$ cat config.mk
export PLATFORM = sky130hd
export DESIGN_NAME = master_read
export DESIGN_NICKNAME = d
export VERILOG_FILES = /design/src/rtl/master_read.sv
export SDC_FILE = /design/constraint.sdc
export NUM_CORES = 1
export LEC_CHECK = 0
export ABC_AREA = 1
export BUFFER_PORTS_ARGS = -buffer_cell sky130_fd_sc_hd__buf_2
export CAP_MARGIN = 20
export CORE_UTILIZATION = 30
export CTS_CLUSTER_SIZE = 10
export DETAILED_ROUTE_END_ITERATION = 8
export MAX_ROUTING_LAYER = met4
export SYNTH_ARGS = -nofsm -noshare
export SYNTH_HDL_FRONTEND = slang
export SYNTH_SLANG_ARGS = --single-unit
export TNS_END_PERCENT = 5
$ cat constraint.sdc
create_clock -name clk -period 1.8 [get_ports clk]
set_clock_uncertainty 0.05 [all_clocks]
set_input_delay 0.27 -clock clk [delete_from_list [all_inputs] [get_ports clk]]
set_output_delay 0.27 -clock clk [all_outputs]
set_load 0.02 [all_outputs]
$ cat src/rtl/master_read.sv
// Single-beat AXI4 read master: turns one CPU load request into one AR/R transaction and stalls the CPU until it completes.
// Optional watchdog enabled by defining MASTER_READ_TIMEOUT_EN.
module master_read #(
   parameter logic [3:0]  MASTER_ID      = 4'd0,
   parameter int unsigned TIMEOUT_CYCLES = 255
) (
   input  logic        clk,
   input  logic        rst,
   input  logic        cpu_req,
   input  logic [31:0] cpu_addr,
   output logic [31:0] cpu_rdata,
   output logic        cpu_err,
   output logic        cpu_stall,
   output logic [3:0]  ARID,
   output logic [31:0] ARADDR,
   output logic [3:0]  ARLEN,
   output logic [2:0]  ARSIZE,
   output logic [1:0]  ARBURST,
   output logic        ARVALID,
   input  logic        ARREADY,
   input  logic [3:0]  RID,
   input  logic [31:0] RDATA,
   input  logic [1:0]  RRESP,
   input  logic        RLAST,
   input  logic        RVALID,
   output logic        RREADY
);

   localparam logic [1:0] S_IDLE = 2'b00;
   localparam logic [1:0] S_ADDR = 2'b01;
   localparam logic [1:0] S_DATA = 2'b10;
   localparam logic [1:0] S_DONE = 2'b11;

   // Watchdog limit below 1 would make the terminal-count compare underflow
   if (TIMEOUT_CYCLES < 1) begin : g_bad_timeout
      $error("master_read: TIMEOUT_CYCLES must be at least 1");
   end

   logic [1:0]  state_q;
   logic [1:0]  state_d;
   logic [31:0] addr_q;
   logic [31:0] rdata_q;
   logic        err_q;
   logic        arvalid_q;
   logic        rready_q;

   logic        addr_load;
   logic        beat_take;
   logic        tmo;
   logic        tmo_hit;
   logic        busy;

   assign busy = (state_q == S_ADDR) || (state_q == S_DATA);

`ifdef MASTER_READ_TIMEOUT_EN
   localparam int unsigned WDOG_W = ($clog2(TIMEOUT_CYCLES + 1) > 8) ?
                                    $clog2(TIMEOUT_CYCLES + 1) : 8;

   logic [WDOG_W-1:0] wdog_q;

   // Counter steps every busy cycle; hitting the limit on this edge ends the access
   always_ff @(posedge clk or negedge rst) begin
      if (!rst) begin
         wdog_q <= '0;
      end else if (addr_load) begin
         wdog_q <= '0;
      end else if (busy) begin
         wdog_q <= wdog_q + WDOG_W'(1);
      end
   end

   assign tmo_hit = busy && (wdog_q == WDOG_W'(TIMEOUT_CYCLES - 1));
`else
   assign tmo_hit = 1'b0;
`endif

   // Next-state decode
   always_comb begin
      state_d   = state_q;
      addr_load = 1'b0;
      beat_take = 1'b0;
      tmo       = 1'b0;
      case (state_q)
         S_IDLE: begin
            if (cpu_req) begin
               addr_load = 1'b1;
               state_d   = S_ADDR;
            end
         end
         S_ADDR: begin
            if (ARREADY) begin
               state_d = S_DATA;
            end else if (tmo_hit) begin
               tmo     = 1'b1;
               state_d = S_DONE;
            end
         end
         S_DATA: begin
            if (RVALID && (RID == MASTER_ID)) begin
               beat_take = 1'b1;
               if (RLAST) begin
                  state_d = S_DONE;
               end
            end
            // A genuine last beat takes priority over an expiring watchdog
            if ((state_d != S_DONE) && tmo_hit) begin
               tmo     = 1'b1;
               state_d = S_DONE;
            end
         end
         S_DONE: begin
            state_d = S_IDLE;
         end
         default: begin
            state_d = S_IDLE;
         end
      endcase
   end

   // State, handshake and result registers
   always_ff @(posedge clk or negedge rst) begin
      if (!rst) begin
         state_q   <= S_IDLE;
         addr_q    <= '0;
         rdata_q   <= '0;
         err_q     <= 1'b0;
         arvalid_q <= 1'b0;
         rready_q  <= 1'b0;
      end else begin
         state_q   <= state_d;
         arvalid_q <= (state_d == S_ADDR);
         rready_q  <= (state_d == S_DATA);
         if (addr_load) begin
            addr_q <= cpu_addr;
         end
         if (tmo) begin
            rdata_q <= '0;
            err_q   <= 1'b1;
         end else if (beat_take) begin
            rdata_q <= RDATA;
            err_q   <= (RRESP != 2'b00);
         end
      end
   end

   // Stall follows the request in IDLE so the CPU never sees a false release
   assign cpu_stall = rst && (busy || ((state_q == S_IDLE) && cpu_req));

   assign cpu_rdata = rdata_q;
   assign cpu_err   = err_q;
   assign ARID      = MASTER_ID;
   assign ARADDR    = addr_q;
   assign ARLEN     = 4'd0;
   assign ARSIZE    = 3'b010;
   assign ARBURST   = 2'b01;
   assign ARVALID   = arvalid_q;
   assign RREADY    = rready_q;

endmodule

# ---- Word level (Yosys, flattened, before mapping)
# Index checks and enable logic that the tools add are counted.
dict set report totals {
  reg_bits 69
  inputBits 76
  out_inout_bits 81
  elab_cells 28
}
dict set report op_classes {
  eq_ne 5
  n_mux 9
  n_reduce_logical 8
}
# operator count
set ops {}
lappend ops {{2-to-1 mux 2 bit} 4}
lappend ops {{one-hot mux 2 bit (4 select lines)} 1}
lappend ops {{equality test 2 bit, second input constant} 3}
lappend ops {{equality test 2 x 1 -> 1 bit, second input constant} 2}
lappend ops {{logical NOT 4 bit} 1}
lappend ops {{2-to-1 mux 1 bit} 4}
lappend ops {{logical AND 1 bit} 3}
lappend ops {{logical NOT 2 bit} 1}
lappend ops {{logical OR 1 bit} 2}
lappend ops {{nonzero test 2 bit} 1}

# ---- Depth between registers and ports, before layout
dict set report logic_depth {
  depth_word 5
  depth_mapped 9
  mapped_depth_nobuf 8
}

# ---- Least setup slack after synthesis
# No wires, ideal clock.
dict set report synth_timing {
  path_kind {reg-to-output}
  start {reg state_q[0]}
  end {out cpu_stall}
  t_arrival_ns 1.430
  required_ns 1.480
  setup_slack_ns 0.050
  path_stages_with_launch 6
  n_path_buf 1
  cell_sequence {dfrtp_1 inv_1 ha_1 nand2_2 buf_6 a21boi_0}
}
dict set report synth_between {
  elab_chain_len 4
  word_cells_on_any_way 7
  classes_between {2 x eq/ne; 5 x reduce/logical}
}
# item line_no
set synth_rtl {}
lappend synth_rtl {{start: declaration} 39} ;# logic [1:0] state_q;
lappend synth_rtl {{start signal: assignment} 130} ;# state_q <= state_d;
lappend synth_rtl {{equality test 2 x 1 -> 1 bit (tied with other cells)} 53} ;# assign busy = (state_q == S_ADDR) || (state_q == S_DATA);
lappend synth_rtl {{logical OR 1 bit / logical AND 1 bit (equally long branches)} {53, 147}}
lappend synth_rtl {{logical OR 1 bit (*)} 147} ;# assign cpu_stall = rst && (busy || ((state_q == S_IDLE) && cpu_req));
lappend synth_rtl {{logical AND 1 bit (*)} 147}
lappend synth_rtl {{end: declaration} 13} ;# output logic cpu_stall,
# Mark *: on every way between the ends. The rest lies on a longest branch, timed or not.

# ---- Final worst setup path
# Ends and elaborated chain as after synthesis.

==> impl_metrics.yaml <==
placement:
  dp_cells: 525
  place_area_mm2: 0.00376
  hpwl_um: 4580
  gp_congestion: 0.685
  portBuffers: 143
synthesis:
  async_flop_share_pct: 100
  synth.most_common_cell: "nand2_1"
  synth_top_flop_cell: "dfrtp_1"
  synth_area_leaders: "dfrtp_1 58%, mux2_4 15%, nand2_1 13%"
  synth_top_area_share_pct: 58.4
  synth_common_cells: "103 x nand2_1, 69 x dfrtp_1, 29 x mux2_4"
  postSynthCellCount: 259
  yosysSeqAreaShare_pct: 58.4
  synth_edf_count: 0
  ys_ff_latch: 69
  synth.distinct_cells: 20
  synth_warnings: 0
  yosys.area.top_type: "dfrtp_1"
  syn_area_mm2: 0.00296
  syn_avg_cell_area_um2: 11.4
final_layout:
  design_area_mm2: 0.00397
  drive_gt1_share_pct: 49.3
  area.growth.synth_to_final_pct: 34.4
  final_cells: 544
  nNetsFinal: 489
critical_path:
  r2r_slack_ns: 0.26
  arrival_ns: 1.36
  end_kind: "primary output"
  cp.required_ns: 1.48
  start_kind: "flip-flop"
  cp_max_fo: 3
  worst-setup-path-type: "reg -> out"
die:
  boundaryPins: 157
  rows: 35
  die_area_mm2: 0.0103
  initial_core_util_pct: 31.5
  core_area_mm2: 0.00937
  fp.dieH_um: 101
  die_w_um: 101
power:
  power.internal_uw: 4340
  clockPowerShare_pct: 17.5
  swShare_pct: 38.4
  p_sw_uw: 2710
  power_leakage_uw: 0.00233
  combPwrFrac_pct: 45.0
  seqPwrFrac_pct: 37.5
  ir_drop_mv: 0.705
  powerDensity_mw_per_mm2: 1780
drt:
  wl_per_cell_um: 11.8
  drtIter0Drc: 91
  via_count: 2209
  drc_errors: 0
  wirelength_um: 6430
  drtPass1Iterations: 4
  drt-vias-per-instance: 4.06
  ant_nets: 0
outcome:
  outcome: "finished, final reports clean"
sta:
  finalSetupViolations: 0
  maxSlewHeadroom_pct: 42.6
  hold_viol: 0
  timing.final.crit_share_pct: 93.6
  fin_tns_setup_ns: 0
  worstMarginPinSlew_ns: 0.862
  period_minus_slack_ns: 1.68
  max_freq_mhz: 594
  rsz0062_at_grt: "no"
  drv_slew: 0
  holdWs_ns: 0.0795
global_route:
  grt_max_degree: 70
  gr-usage-all-layers_pct: 13.4
  grt_pass1_wl_um: 10200
  grt_pass1_vias: 2142
  overflow: 0
  antenna_found_initial: 1
clock_tree:
  cts_hold_buf: 0
  clk_pin_slew_ns: 0.07
  cts.path.max_buffers: 2
  tritoncts: "done"
  cts_inserted_buffers: 9
  cts-root-buf: "clkbuf_8"
  htreeDepth: 3
  numClockSinks: 69
  clk-insertion-delay-late_ns: 0.33
job:
  maxCapViolCount: 0
worst_hold_path:
  hp-class: "in -> reg"
[path summary, 6_finish.rpt]
kind / start / end / depth (start not counted)
max: state_q[0] / cpu_stall / 5
min: RDATA[11] / cpu_rdata[11] / 3
max reg2reg: state_q[1] / cpu_rdata[4] / 8
min reg2reg: cpu_rdata[19] / cpu_rdata[19] / 2
max in group asynchronous: rst / ARADDR[12] / 2
min in group asynchronous: rst / ARADDR[20] / 2
[critical path: stages, from the launching register on]
cell and delay (ns):
dfrtp_1 0.37, inv_2 0.06, ha_1 0.27, inv_1 0.03
a21boi_1 0.13, buf_4 0.17
[power by group through the flow]
stage	clock network [uW]	registers, uW	logic (uW)
floorplan	0	3510	1300
CTS	1300	2650	3220
finish	1230	2650	3180
global route	1360	2740	3460
detailed placement	0	2660	3170
global placement	0	2660	3130
[per-layer routing]
| metal | vias to the layer above | track usage (%) | share of wire [%] |
|---|---|---|---|
| met2 | 107 | 20.8 | 44 |
| met3 | 12 | 4.07 | 9.5 |
| met5 | - | - | 0 |
| met1 | 1005 | 15.7 | 45 |
| met4 | 0 | 6.91 | 1.9 |
| li1 | 1085 | - | - |
[final cells by class]
cell class	count	area [um^2]
fillers	957	5400
flip-flops and latches	69	1730
multi-input cells	169	1050
repair buffers	150	798
well taps	129	161
clock buffers	12	145
clock inverters	4	47.5
inverters	10	37.5
diodes	1	2.50
[registers in the layout (all words and copies together) (netlist names)]
register   count
ARADDR        32
cpu_err        1
state_q        2
ARVALID        1
cpu_rdata     32
RREADY         1
[placed cells by master (no fill, tap or decap)]
cell type   count
clkbuf_8       10
clkinv_2        2
mux2_4         29
dfrtp_1        69
nand2_2         1
nand3_1         2
mux2_2          3
buf_12          2
nor2_2          2
inv_2           4
diode_2         1
clkbuf_1        2
nor2_1          5
nand2_1       103
inv_1           6
conb_1         13
nand4_1         1
a21oi_1         1
nand3_4         1
clkinvlp_4      1
o21ai_0         3
buf_4           7
bufinv_16       1
ha_1            4
a21boi_1        1
buf_2         141
[through the flow]
| step | setup WS [ns] | util [%] | total power (uW) |
|---|---|---|---|
| after floorplan | 0.0497 | - | 4810 |
| after global placement | 0.240 | 40.1 | 5790 |
| after detailed placement | 0.197 | 40.1 | 5830 |
| after CTS | 0.0311 | 42.4 | 7160 |
| after global routing | 0.00560 | 42.4 | 7570 |
| final | 0.116 | 42.4 | 7050 |
[kinds of logic (layout without fill, tap and decap cells)]
kind of cell	count (synthesis)	in the layout	share of synthesized area, %
buffers and inverters	32	176	7.36
DFF	69	69	58.4
adders and majority gates	4	4	1.69
AOI/OAI and AO/OA	5	5	0.931
and+or+nand+nor	115	115	15.5
other	2	14	0.254
muxes	32	32	15.9
[what timing repair did]
item,CTS,global route
setup buffers,2,0
resized for setup,1,3
endpoints found under the setup margin,1,1
Note: power is estimated with default switching activity, not from simulation.
